===== src/rtl/id_hazard_stage_pkg.sv =====
// ============================================================================
// id_hazard_stage_pkg : opcode/funct constants, PCSrc encoding, NOP, decoder
// Revision 1.0
// ============================================================================
`default_nettype none

package id_hazard_stage_pkg;

  localparam logic [5:0] OP_RTYPE = 6'b000000;
  localparam logic [5:0] OP_J     = 6'b000010;
  localparam logic [5:0] OP_JAL   = 6'b000011;
  localparam logic [5:0] OP_BEQ   = 6'b000100;
  localparam logic [5:0] OP_BNE   = 6'b000101;
  localparam logic [5:0] OP_LW    = 6'b100011;
  localparam logic [5:0] OP_SW    = 6'b101011;
  localparam logic [5:0] FUNCT_JR = 6'b001000;

  localparam logic [31:0] NOP_WORD = 32'h0000_0000;

  typedef enum logic [1:0] {
    PCSRC_SEQ  = 2'b00,
    PCSRC_JUMP = 2'b10,
    PCSRC_JREG = 2'b11
  } pcsrc_e;

  typedef struct packed {
    logic is_jr;
    logic is_jump;
    logic is_beq;
    logic is_bne;
    logic uses_rt;
  } dec_t;

  function automatic dec_t decode(input logic [5:0] op, input logic [5:0] funct);
    dec_t d;
    d.is_jr   = (op == OP_RTYPE) && (funct == FUNCT_JR);
    d.is_jump = (op == OP_J) || (op == OP_JAL);
    d.is_beq  = (op == OP_BEQ);
    d.is_bne  = (op == OP_BNE);
    d.uses_rt = (op == OP_RTYPE) || (op == OP_BEQ) || (op == OP_BNE) || (op == OP_SW);
    return d;
  endfunction

endpackage

`default_nettype wire


===== src/rtl/id_hazard_stage_if.sv =====
// ============================================================================
// id_hazard_stage_if : fetch <-> decode bus (PC+4/instruction in, stall/redirect out)
// Revision 1.0
// ============================================================================
`default_nettype none

interface id_hazard_stage_if #(
  parameter int DATA_W = 32
);
  import id_hazard_stage_pkg::*;

  logic [DATA_W-1:0] contador;
  logic [DATA_W-1:0] instrucao;
  logic              hazard;
  pcsrc_e            PCSrc;
  logic              BranchTaken;
  logic [DATA_W-1:0] PCBranch;
  logic [DATA_W-1:0] jumpAddress;
  logic [DATA_W-1:0] jumpReg;

  modport master (
    output contador, instrucao,
    input  hazard, PCSrc, BranchTaken, PCBranch, jumpAddress, jumpReg
  );

  modport slave (
    input  contador, instrucao,
    output hazard, PCSrc, BranchTaken, PCBranch, jumpAddress, jumpReg
  );

endinterface

`default_nettype wire


===== src/rtl/id_hazard_stage_if_id_reg.sv =====
// ============================================================================
// if_id_reg : IF/ID pipeline register with reset > hold > flush > load priority
// Revision 1.0
// ============================================================================
`default_nettype none

module if_id_reg
  import id_hazard_stage_pkg::*;
#(
  parameter int              DATA_W    = 32,
  parameter logic [DATA_W-1:0] NOP_INSTR = NOP_WORD
) (
  input  wire logic              clk,
  input  wire logic              rst,
  input  wire logic              i_hold,
  input  wire logic              i_flush,
  input  wire logic [DATA_W-1:0] i_instr,
  input  wire logic [DATA_W-1:0] i_pc4,
  output logic      [DATA_W-1:0] o_instr,
  output logic      [DATA_W-1:0] o_pc4,
  output logic                   o_valid
);

  logic [DATA_W-1:0] r_instr;
  logic [DATA_W-1:0] r_pc4;
  logic              r_valid;

  always_ff @(posedge clk) begin
    if (rst) begin
      r_instr <= NOP_INSTR;
      r_pc4   <= '0;
      r_valid <= 1'b0;
    end else if (!i_hold) begin
      // A flush still tracks the fetch PC so the bubble carries a sane PC+4.
      r_pc4 <= i_pc4;
      if (i_flush) begin
        r_instr <= NOP_INSTR;
        r_valid <= 1'b0;
      end else begin
        r_instr <= i_instr;
        r_valid <= 1'b1;
      end
    end
  end

  assign o_instr = r_instr;
  assign o_pc4   = r_pc4;
  assign o_valid = r_valid;

endmodule

`default_nettype wire


===== src/rtl/id_hazard_stage.sv =====
// ============================================================================
// id_hazard_stage : IF/ID register, ID-stage branch/jump resolution, hazard detect
// Revision 1.0 -- optional counters under `PERF_CNT_EN`
// ============================================================================
`default_nettype none

module id_hazard_stage
  import id_hazard_stage_pkg::*;
#(
  parameter int                DATA_W    = 32,
  parameter int                REG_W     = 5,
  parameter logic [DATA_W-1:0] NOP_INSTR = NOP_WORD
) (
  input  wire logic              clock,
  input  wire logic              reset,
  id_hazard_stage_if.slave       fetch,
  input  wire logic [DATA_W-1:0] rs_data,
  input  wire logic [DATA_W-1:0] rt_data,
  input  wire logic              ex_mem_read,
  input  wire logic              ex_reg_write,
  input  wire logic [REG_W-1:0]  ex_dst,
  input  wire logic              mem_mem_read,
  input  wire logic [REG_W-1:0]  mem_dst,
  output logic      [REG_W-1:0]  rs_addr,
  output logic      [REG_W-1:0]  rt_addr,
  output logic      [DATA_W-1:0] id_instr,
  output logic      [DATA_W-1:0] id_pc4,
  output logic                   id_valid,
  output logic                   id_bubble
`ifdef PERF_CNT_EN
  ,
  output logic      [31:0]       stall_cycles,
  output logic      [31:0]       flush_count
`endif
);

  logic [DATA_W-1:0] w_instr;
  logic [DATA_W-1:0] w_pc4;
  logic              w_valid;
  dec_t              w_dec;
  logic [REG_W-1:0]  w_rs;
  logic [REG_W-1:0]  w_rt;
  logic              w_ex_rs_hit;
  logic              w_ex_rt_hit;
  logic              w_mem_rs_hit;
  logic              w_mem_rt_hit;
  logic              w_load_use;
  logic              w_is_branch;
  logic              w_branch_hz;
  logic              w_hazard;
  logic              w_resolve;
  logic              w_taken;
  pcsrc_e            w_pcsrc;
  logic              w_redirect;
  logic [DATA_W-1:0] w_imm_ext;

  if_id_reg #(
    .DATA_W    (DATA_W),
    .NOP_INSTR (NOP_INSTR)
  ) u_if_id (
    .clk     (clock),
    .rst     (reset),
    .i_hold  (w_hazard),
    .i_flush (w_redirect),
    .i_instr (fetch.instrucao),
    .i_pc4   (fetch.contador),
    .o_instr (w_instr),
    .o_pc4   (w_pc4),
    .o_valid (w_valid)
  );

  assign w_dec = decode(w_instr[31:26], w_instr[5:0]);
  assign w_rs  = w_instr[25:21];
  assign w_rt  = w_instr[20:16];

  // Register 0 is hard-wired, so a zero destination never creates a dependency.
  assign w_ex_rs_hit  = (ex_dst != '0)  && (ex_dst == w_rs);
  assign w_ex_rt_hit  = (ex_dst != '0)  && (ex_dst == w_rt);
  assign w_mem_rs_hit = (mem_dst != '0) && (mem_dst == w_rs);
  assign w_mem_rt_hit = (mem_dst != '0) && (mem_dst == w_rt);

  assign w_load_use = ex_mem_read && (w_ex_rs_hit || (w_dec.uses_rt && w_ex_rt_hit));

  // jr only reads rs; beq/bne compare both operands in ID.
  assign w_is_branch = w_dec.is_beq || w_dec.is_bne;
  assign w_branch_hz =
      (w_is_branch && ((ex_reg_write && (w_ex_rs_hit || w_ex_rt_hit)) ||
                       (mem_mem_read && (w_mem_rs_hit || w_mem_rt_hit)))) ||
      (w_dec.is_jr && ((ex_reg_write && w_ex_rs_hit) || (mem_mem_read && w_mem_rs_hit)));

  assign w_hazard  = w_valid && (w_load_use || w_branch_hz);
  assign w_resolve = w_valid && !w_hazard;

  assign w_taken = w_resolve &&
                   ((w_dec.is_beq && (rs_data == rt_data)) ||
                    (w_dec.is_bne && (rs_data != rt_data)));

  always_comb begin
    w_pcsrc = PCSRC_SEQ;
    if (w_resolve) begin
      if (w_dec.is_jump) begin
        w_pcsrc = PCSRC_JUMP;
      end else if (w_dec.is_jr) begin
        w_pcsrc = PCSRC_JREG;
      end
    end
  end

  assign w_redirect = w_taken || (w_pcsrc != PCSRC_SEQ);
  assign w_imm_ext  = {{(DATA_W-16){w_instr[15]}}, w_instr[15:0]};

  assign fetch.hazard      = w_hazard;
  assign fetch.PCSrc       = w_pcsrc;
  assign fetch.BranchTaken = w_taken;
  assign fetch.PCBranch    = w_pc4 + (w_imm_ext << 2);
  assign fetch.jumpAddress = {w_pc4[DATA_W-1:DATA_W-4], w_instr[25:0], 2'b00};
  assign fetch.jumpReg     = rs_data;

  assign rs_addr   = w_rs;
  assign rt_addr   = w_rt;
  assign id_instr  = w_instr;
  assign id_pc4    = w_pc4;
  assign id_valid  = w_valid;
  assign id_bubble = w_hazard || !w_valid;

`ifdef PERF_CNT_EN
  logic [31:0] r_stall_cycles;
  logic [31:0] r_flush_count;

  always_ff @(posedge clock) begin
    if (reset) begin
      r_stall_cycles <= '0;
      r_flush_count  <= '0;
    end else begin
      if (w_hazard) begin
        r_stall_cycles <= r_stall_cycles + 32'd1;
      end
      if (w_redirect) begin
        r_flush_count <= r_flush_count + 32'd1;
      end
    end
  end

  assign stall_cycles = r_stall_cycles;
  assign flush_count  = r_flush_count;
`endif

endmodule

`default_nettype wire

===== src/flat_wrapper.sv =====
// flat-port wrapper written by rule: the top's interface ports become plain ports
module id_hazard_stage_flat import id_hazard_stage_pkg::*;
#(
  parameter int                DATA_W    = 32,
  parameter int                REG_W     = 5,
  parameter logic [DATA_W-1:0] NOP_INSTR = NOP_WORD
)
  (clock, reset, rs_data, rt_data, ex_mem_read, ex_reg_write, ex_dst, mem_mem_read, mem_dst, rs_addr, rt_addr, id_instr, id_pc4, id_valid, id_bubble, fetch_contador, fetch_instrucao, fetch_hazard, fetch_PCSrc, fetch_BranchTaken, fetch_PCBranch, fetch_jumpAddress, fetch_jumpReg);
  id_hazard_stage_if #(.DATA_W(DATA_W)) fetch_i ();
  input  wire logic clock;
  input  wire logic reset;
  input  wire logic [DATA_W-1:0] rs_data;
  input  wire logic [DATA_W-1:0] rt_data;
  input  wire logic ex_mem_read;
  input  wire logic ex_reg_write;
  input  wire logic [REG_W-1:0] ex_dst;
  input  wire logic mem_mem_read;
  input  wire logic [REG_W-1:0] mem_dst;
  output logic      [REG_W-1:0] rs_addr;
  output logic      [REG_W-1:0] rt_addr;
  output logic      [DATA_W-1:0] id_instr;
  output logic      [DATA_W-1:0] id_pc4;
  output logic id_valid;
  output logic id_bubble;
  input wire logic [$bits(fetch_i.contador)-1:0] fetch_contador;
  input wire logic [$bits(fetch_i.instrucao)-1:0] fetch_instrucao;
  output wire logic [$bits(fetch_i.hazard)-1:0] fetch_hazard;
  output wire logic [$bits(fetch_i.PCSrc)-1:0] fetch_PCSrc;
  output wire logic [$bits(fetch_i.BranchTaken)-1:0] fetch_BranchTaken;
  output wire logic [$bits(fetch_i.PCBranch)-1:0] fetch_PCBranch;
  output wire logic [$bits(fetch_i.jumpAddress)-1:0] fetch_jumpAddress;
  output wire logic [$bits(fetch_i.jumpReg)-1:0] fetch_jumpReg;
  assign fetch_i.contador = fetch_contador;
  assign fetch_i.instrucao = fetch_instrucao;
  assign fetch_hazard = fetch_i.hazard;
  assign fetch_PCSrc = fetch_i.PCSrc;
  assign fetch_BranchTaken = fetch_i.BranchTaken;
  assign fetch_PCBranch = fetch_i.PCBranch;
  assign fetch_jumpAddress = fetch_i.jumpAddress;
  assign fetch_jumpReg = fetch_i.jumpReg;
  id_hazard_stage #(.DATA_W(DATA_W), .REG_W(REG_W), .NOP_INSTR(NOP_INSTR)) u_core (.clock(clock), .reset(reset), .fetch(fetch_i), .rs_data(rs_data), .rt_data(rt_data), .ex_mem_read(ex_mem_read), .ex_reg_write(ex_reg_write), .ex_dst(ex_dst), .mem_mem_read(mem_mem_read), .mem_dst(mem_dst), .rs_addr(rs_addr), .rt_addr(rt_addr), .id_instr(id_instr), .id_pc4(id_pc4), .id_valid(id_valid), .id_bubble(id_bubble));
endmodule

===== config.mk =====
export PLATFORM = sky130hd
export DESIGN_NAME = id_hazard_stage_flat
export DESIGN_NICKNAME = d
export VERILOG_FILES = /design/src/rtl/id_hazard_stage_pkg.sv /design/src/rtl/id_hazard_stage_if.sv /design/src/rtl/id_hazard_stage_if_id_reg.sv /design/src/rtl/id_hazard_stage.sv /design/src/flat_wrapper.sv
export SDC_FILE = /design/constraint.sdc
export NUM_CORES = 1
export LEC_CHECK = 0
export CELL_PAD_IN_SITES_DETAIL_PLACEMENT = 0
export CELL_PAD_IN_SITES_GLOBAL_PLACEMENT = 1
export CORE_UTILIZATION = 23
export DETAILED_ROUTE_END_ITERATION = 8
export HOLD_SLACK_MARGIN = 0.1
export PLACE_DENSITY_LB_ADDON = 0.1
export SETUP_SLACK_MARGIN = 0.05
export SLEW_MARGIN = 0
export SYNTH_ARGS = -nofsm -noshare
export SYNTH_HDL_FRONTEND = slang
export SYNTH_SLANG_ARGS = --single-unit

===== constraint.sdc =====
create_clock -name clock -period 2.8 [get_ports clock]
set_clock_uncertainty 0.15 [all_clocks]
set_input_delay 0.28 -clock clock [delete_from_list [all_inputs] [get_ports clock]]
set_output_delay 0.28 -clock clock [all_outputs]
set_load 0.005 [all_outputs]

Word-level counts from Yosys, hierarchy flattened
Index checks and enable logic that the tools add are counted.
Storage, ports and cells
  bits in registers: 65
  input port bits: 143
  output and inout bits: 176
  logic and storage cells: 60
Operators by class
  $add $sub $neg: 1
  equal/unequal tests: 12
  mux-type cells: 5
  reductions and logical operators: 39
Operator list (count)
  32-bit adder: 1
  32-bit == test: 1
  32-bit two-way mux: 1
  32-bit != test: 1
  5-bit == test: 4
  1-bit logical AND: 18
  1-bit logical OR: 15
  6-bit by 2-bit == test with 1-bit output, second input constant: 2
  6-bit by 3-bit == test with 1-bit output, second input constant: 2
  5-bit nonzero test: 2
  6-bit by 4-bit == test with 1-bit output, second input constant: 1
  6-bit == test, second input constant: 1
  6-bit zero test: 1
  2-bit two-way mux: 3
  1-bit zero test: 2
  2-bit nonzero test: 1
  1-bit two-way mux: 1

Longest topological paths before layout
  word-level depth: 15
  gate-level depth with buffers: 11

Cells and area by module
A second synthesis with hierarchy kept.
Unflattened totals
  cell total of the unflattened synthesis: 659
  area, all modules: 5601.6 um2
By module, submodules not included
  id_hazard_stage: instances 1, cells an instance 410, area each 2947.8 um2, seq. area each 0.0 um2
  if_id_reg: instances 1, cells an instance 249, area each 2653.8 um2, seq. area each 1301.2 um2

Least setup slack after synthesis
No wires, ideal clock.
  path type: flip-flop to output port
  start point: register u_core.u_if_id.r_instr[0] (netlist: u_core.u_if_id.o_instr[0])
  end point: output fetch_PCBranch[30]
  data arrival time: 2.539 ns
  required time: 2.370 ns
  setup slack: -0.169 ns
  stages on the path, launching flop included: 12
  path buffers: 0
  cell sequence: dfxtp_1 ha_1 inv_1 fa_1 nor2b_1 o31a_1 o21ai_2 o31ai_1 a2111oi_2 o21ai_0 nand2_1 o311ai_1
Between the ends
  word-level cells in the longest chain between the ends: 1
RTL lines
  start, declared: line id_hazard_stage_if_id_reg.sv:24  | logic [DATA_W-1:0] r_instr;
  start signal, assigned: line id_hazard_stage_if_id_reg.sv:40  | r_instr <= i_instr;
  32-bit adder: line id_hazard_stage.sv:115  | assign fetch.PCBranch = w_pc4 + (w_imm_ext << 2);
  end, declared: line flat_wrapper.sv:30  | output wire logic [$bits(fetch_i.PCBranch)-1:0] fetch_PCBranch;
Every way passes these cells.

Final worst setup path
  start point: register u_core.u_if_id.r_pc4[3] (netlist: u_core.u_if_id.o_pc4[3])
  end point: output fetch_PCBranch[25]
Between the ends
  word-level cells in the longest chain between the ends: 1
RTL lines
  start, declared: line id_hazard_stage_if_id_reg.sv:25  | logic [DATA_W-1:0] r_pc4;
  start signal, assigned: line id_hazard_stage_if_id_reg.sv:35  | r_pc4 <= i_pc4;
  32-bit adder: line id_hazard_stage.sv:115
Every way passes these cells.

==> results.py <==
metrics = {
    "critical_path": {
        "cp-end-kind": "primary output",
        "max_stage_delay_ns": 0.37,
        "path_class": "reg -> out",
        "cp_max_fo": 4,
        "rr_worst_depth": 13,
        "cp.required_ns": 2.37,
        "start_kind": "flip-flop",
        "cp_num_buf_inv": 2,
        "arrival_ns": 2.94,
        "worst-path-stages": 11,
        "crit_chain": "ha_4, a211oi_2, nor2_2, o311ai_4, a31oi_2, or2_1, a221o_1, buf_6, a2111oi_4, a311o_1, buf_2",
        "crit_family": "compound AO/OA/AOI/OAI gates",
        "critPathSlowestCell": "a221o_1",
        "r2r_setup_slack_ns": 0.07,
    },
    "route": {
        "routed_wl_microns": 21240,
        "drtIter0Drc": 116,
        "drcViolationCount": 0,
        "num_vias": 5668,
        "vias_per_cell": 4.474,
        "postRouteAntennaNets": 0,
        "drt_pass1_iterations": 4,
        "routedWlPerCell_microns": 16.76,
    },
    "sta": {
        "worstMarginPinSlew_ns": 0.5201,
        "finalCriticalPeriod_ns": 3.374,
        "slew_headroom_pct": 64.89,
        "finalHoldViolCount": 0,
        "grt_setup_unrepaired": "true",
        "setup_slack_ns": -0.5736,
        "slew_violations": 0,
        "fmax_ghz": 0.2964,
        "fin_crit_sh_pct": 120.5,
        "setup_viol": 18,
    },
    "cts": {
        "worstSkewPairLatency_ns": 0.34,
        "clock-sinks": 65,
        "clockBufferDepth": 2,
        "hold_buffers": 0,
        "cts_tree": "yes",
        "cts_root_buffer": "clkbuf_16",
        "htree_levels": 3,
        "clk_pin_slew_ns": 0.06,
        "cts_made_buffers": 9,
    },
    "synthesis": {
        "ys_ff_latch": 65,
        "yosys_warnings": 0,
        "synthesis.area_sq_um": 5010,
        "synth_flop_cell": "dfxtp_1",
        "async_flop_share_pct": 0,
        "ys_types": 59,
        "synth_edf_count": 0,
        "ys_seq_area_share_pct": 25.97,
        "synth_area_per_cell_sq_um": 8.820,
        "syn_inst": 568,
    },
    "global_routing": {
        "grt_max_degree": 24,
        "grt_first_pass_wirelength_microns": 32210,
        "gr-total-overflow": 0,
        "antenna_found_initial": 1,
        "gr-usage-all-layers_pct": 18.77,
        "grt_pass1_vias": 5956,
    },
    "layout": {
        "nets": 1159,
        "fillCellCount": 2037,
        "post-route-util_pct": 47.19,
        "layout-drive-gt1-share_pct": 32.49,
        "finalNonFillerCells": 1267,
        "syn2layout_area_growth_pct": 99.88,
    },
    "pwr": {
        "powerDensity_nw_per_um2": 360.7,
        "vdd_ir_drop_max_v": 0.0002424,
        "p_leak_nw": 4.349,
    },
    "floorplan": {
        "die-area_sq_um": 22380,
        "io_pins": 319,
        "std_cell_rows": 53,
        "start_util_pct": 23.61,
        "dieWidth_microns": 149.6,
        "core_area_sq_um": 21220,
        "die_h_microns": 149.6,
    },
    "run_status": {
        "violations": "negative setup slack",
        "status": "finished with violations",
    },
    "place": {
        "dp_hpwl_microns": 16400,
        "place_inst": 1215,
        "io_buffer_count": 316,
        "gp_congestion": 0.8729,
    },
    "job": {
        "maxCapViolations": 0,
    },
    "min_path": {
        "worst_hold_path_type": "in -> reg",
        "holdPathStages": 2,
    },
}
-- layer usage --
metal  share of wire, %  GRT usage (%)  vias up
met5                  0              0        -
li1                   -              -     2819
met3                5.8          4.116       22
met2                 49          33.38      188
met1                 43          22.71     2639
met4                2.0          4.490        0
-- synthesized netlist by cell type, drive strengths merged (2+ instances only) --
library cell / count / area [sq um]
dfxtp: 65 / 1301
mux2i: 32 / 320.3
nor2b: 3 / 18.77
a21boi: 2 / 15.01
inv: 14 / 52.55
or2: 2 / 12.52
buf: 88 / 674.4
a21oi: 20 / 100.1
o211a: 2 / 20.02
or3: 2 / 12.51
a31oi: 2 / 12.51
and4: 3 / 26.28
xor2: 45 / 394.1
nand2b: 2 / 12.51
or4: 2 / 15.01
ha: 29 / 362.9
nand3: 9 / 45.04
o21bai: 5 / 37.54
and3: 3 / 18.77
a211oi: 4 / 30.03
o31a: 3 / 26.28
and2: 3 / 18.77
a2111oi: 5 / 56.31
a41oi: 2 / 17.52
a211o: 2 / 17.52
o311ai: 5 / 51.31
nor2: 57 / 214.0
nand4: 5 / 31.28
a22o: 33 / 289.0
nor4: 14 / 87.58
nor3: 11 / 66.32
nand2: 15 / 56.30
xnor2: 28 / 245.2
a21o: 6 / 45.04
clkbuf: 5 / 18.77
o21ai: 20 / 107.6
nor4b: 2 / 17.52
o21a: 6 / 45.04
-- worst register-to-register path, cell delays in order (launching register included) --
cell       delay (ns)
dfxtp_4          0.35
buf_6            0.11
buf_6            0.11
nor4b_4          0.28
buf_4            0.17
nand3_4          0.07
buf_6            0.13
a21boi_4         0.14
a2111oi_4        0.35
buf_4            0.17
nor3_4           0.04
buf_6            0.17
buf_6            0.14
a22o_1           0.22
-- logic make-up (layout without fill, tap and decap cells) --
family          count (synthesis)  after routing  share of synthesized area, %
simple gates                  133            134                         13.04
compound gates                126            126                         19.01
buf+inv                       107            528                         14.89
xor+xnor                       73             73                         12.76
flops                          65             65                         25.97
mux                            33             33                         6.618
fa+ha+maj                      30             30                         7.642
other cells                     1              3                       0.07485
-- final timing paths --
path,from,end
min,reset,u_core.u_if_id.o_valid
max,u_core.u_if_id.o_pc4[3],fetch_PCBranch[25]
max reg2reg,u_core.u_if_id.o_instr[1],u_core.u_if_id.o_instr[17]
min reg2reg,u_core.u_if_id.o_pc4[0],u_core.u_if_id.o_pc4[0]
-- cell usage in the layout, fill, tap and decap left out, types with 12 or more instances in the layout --
| cell | netlist | routed |
|---|---|---|
| clkdlybuf4s50_1 | 0 | 216 |
| buf_4 | 76 | 162 |
| dlygate4sd2_1 | 0 | 63 |
| dfxtp_1 | 65 | 57 |
| nor2_1 | 57 | 52 |
| xor2_1 | 45 | 44 |
| a22o_1 | 33 | 33 |
| mux2i_1 | 32 | 32 |
| buf_2 | 5 | 27 |
| xnor2_1 | 28 | 22 |
| ha_1 | 29 | 22 |
| buf_6 | 7 | 19 |
| nand2_1 | 15 | 13 |
| inv_1 | 14 | 12 |
-- registers in the layout, indices dropped and copies added (netlist names) --
register and count:
u_core.u_if_id.o_pc4 32, u_core.u_if_id.o_valid 1, u_core.u_if_id.o_instr 32
-- stage by stage --
step | TNS [ns] | total power, W | setup slack (ns) | hold WS (ns) | area [sq um]
floorplan | -0.02048 | 0.001593 | -0.02048 | 0.2621 | 5072
global placement | -39.11 | 0.002426 | -0.7190 | 0.3495 | 9014
detailed placement | -39.53 | 0.002435 | -0.7510 | 0.3711 | 9014
CTS | -7.928 | 0.003646 | -0.6609 | 0.2072 | 9833
global route | -10.37 | 0.003815 | -0.7093 | 0.2076 | 10010
finish | -6.090 | 0.003612 | -0.5736 | 0.2027 | 10010
-- power breakdown --
part	internal, W	switching, W
Sequential	0.000986	0.0000557
Clock	0.000689	0.000444
Combinational	0.000867	0.000570
-- cell type report --
class,count,area (sq um),area share [%]
flip-flops and latches,65,1314,13.12
repair buffers,498,4466,44.60
multi-input cells,398,3546,35.41
diodes,1,2.502,0.02499
inverters,14,52.55,0.5248
well taps,275,344.1,3.436
clock buffers,11,232.7,2.324
clock inverters,5,56.30,0.5623
-- repair_timing --
action	4_1_cts	5_1_grt
pin swaps	91	65
endpoints found under the setup margin	87	83
gates cloned	3	0
gates resized for setup	288	40
setup buffers	29	13
Power figures use the tool's default switching activity.
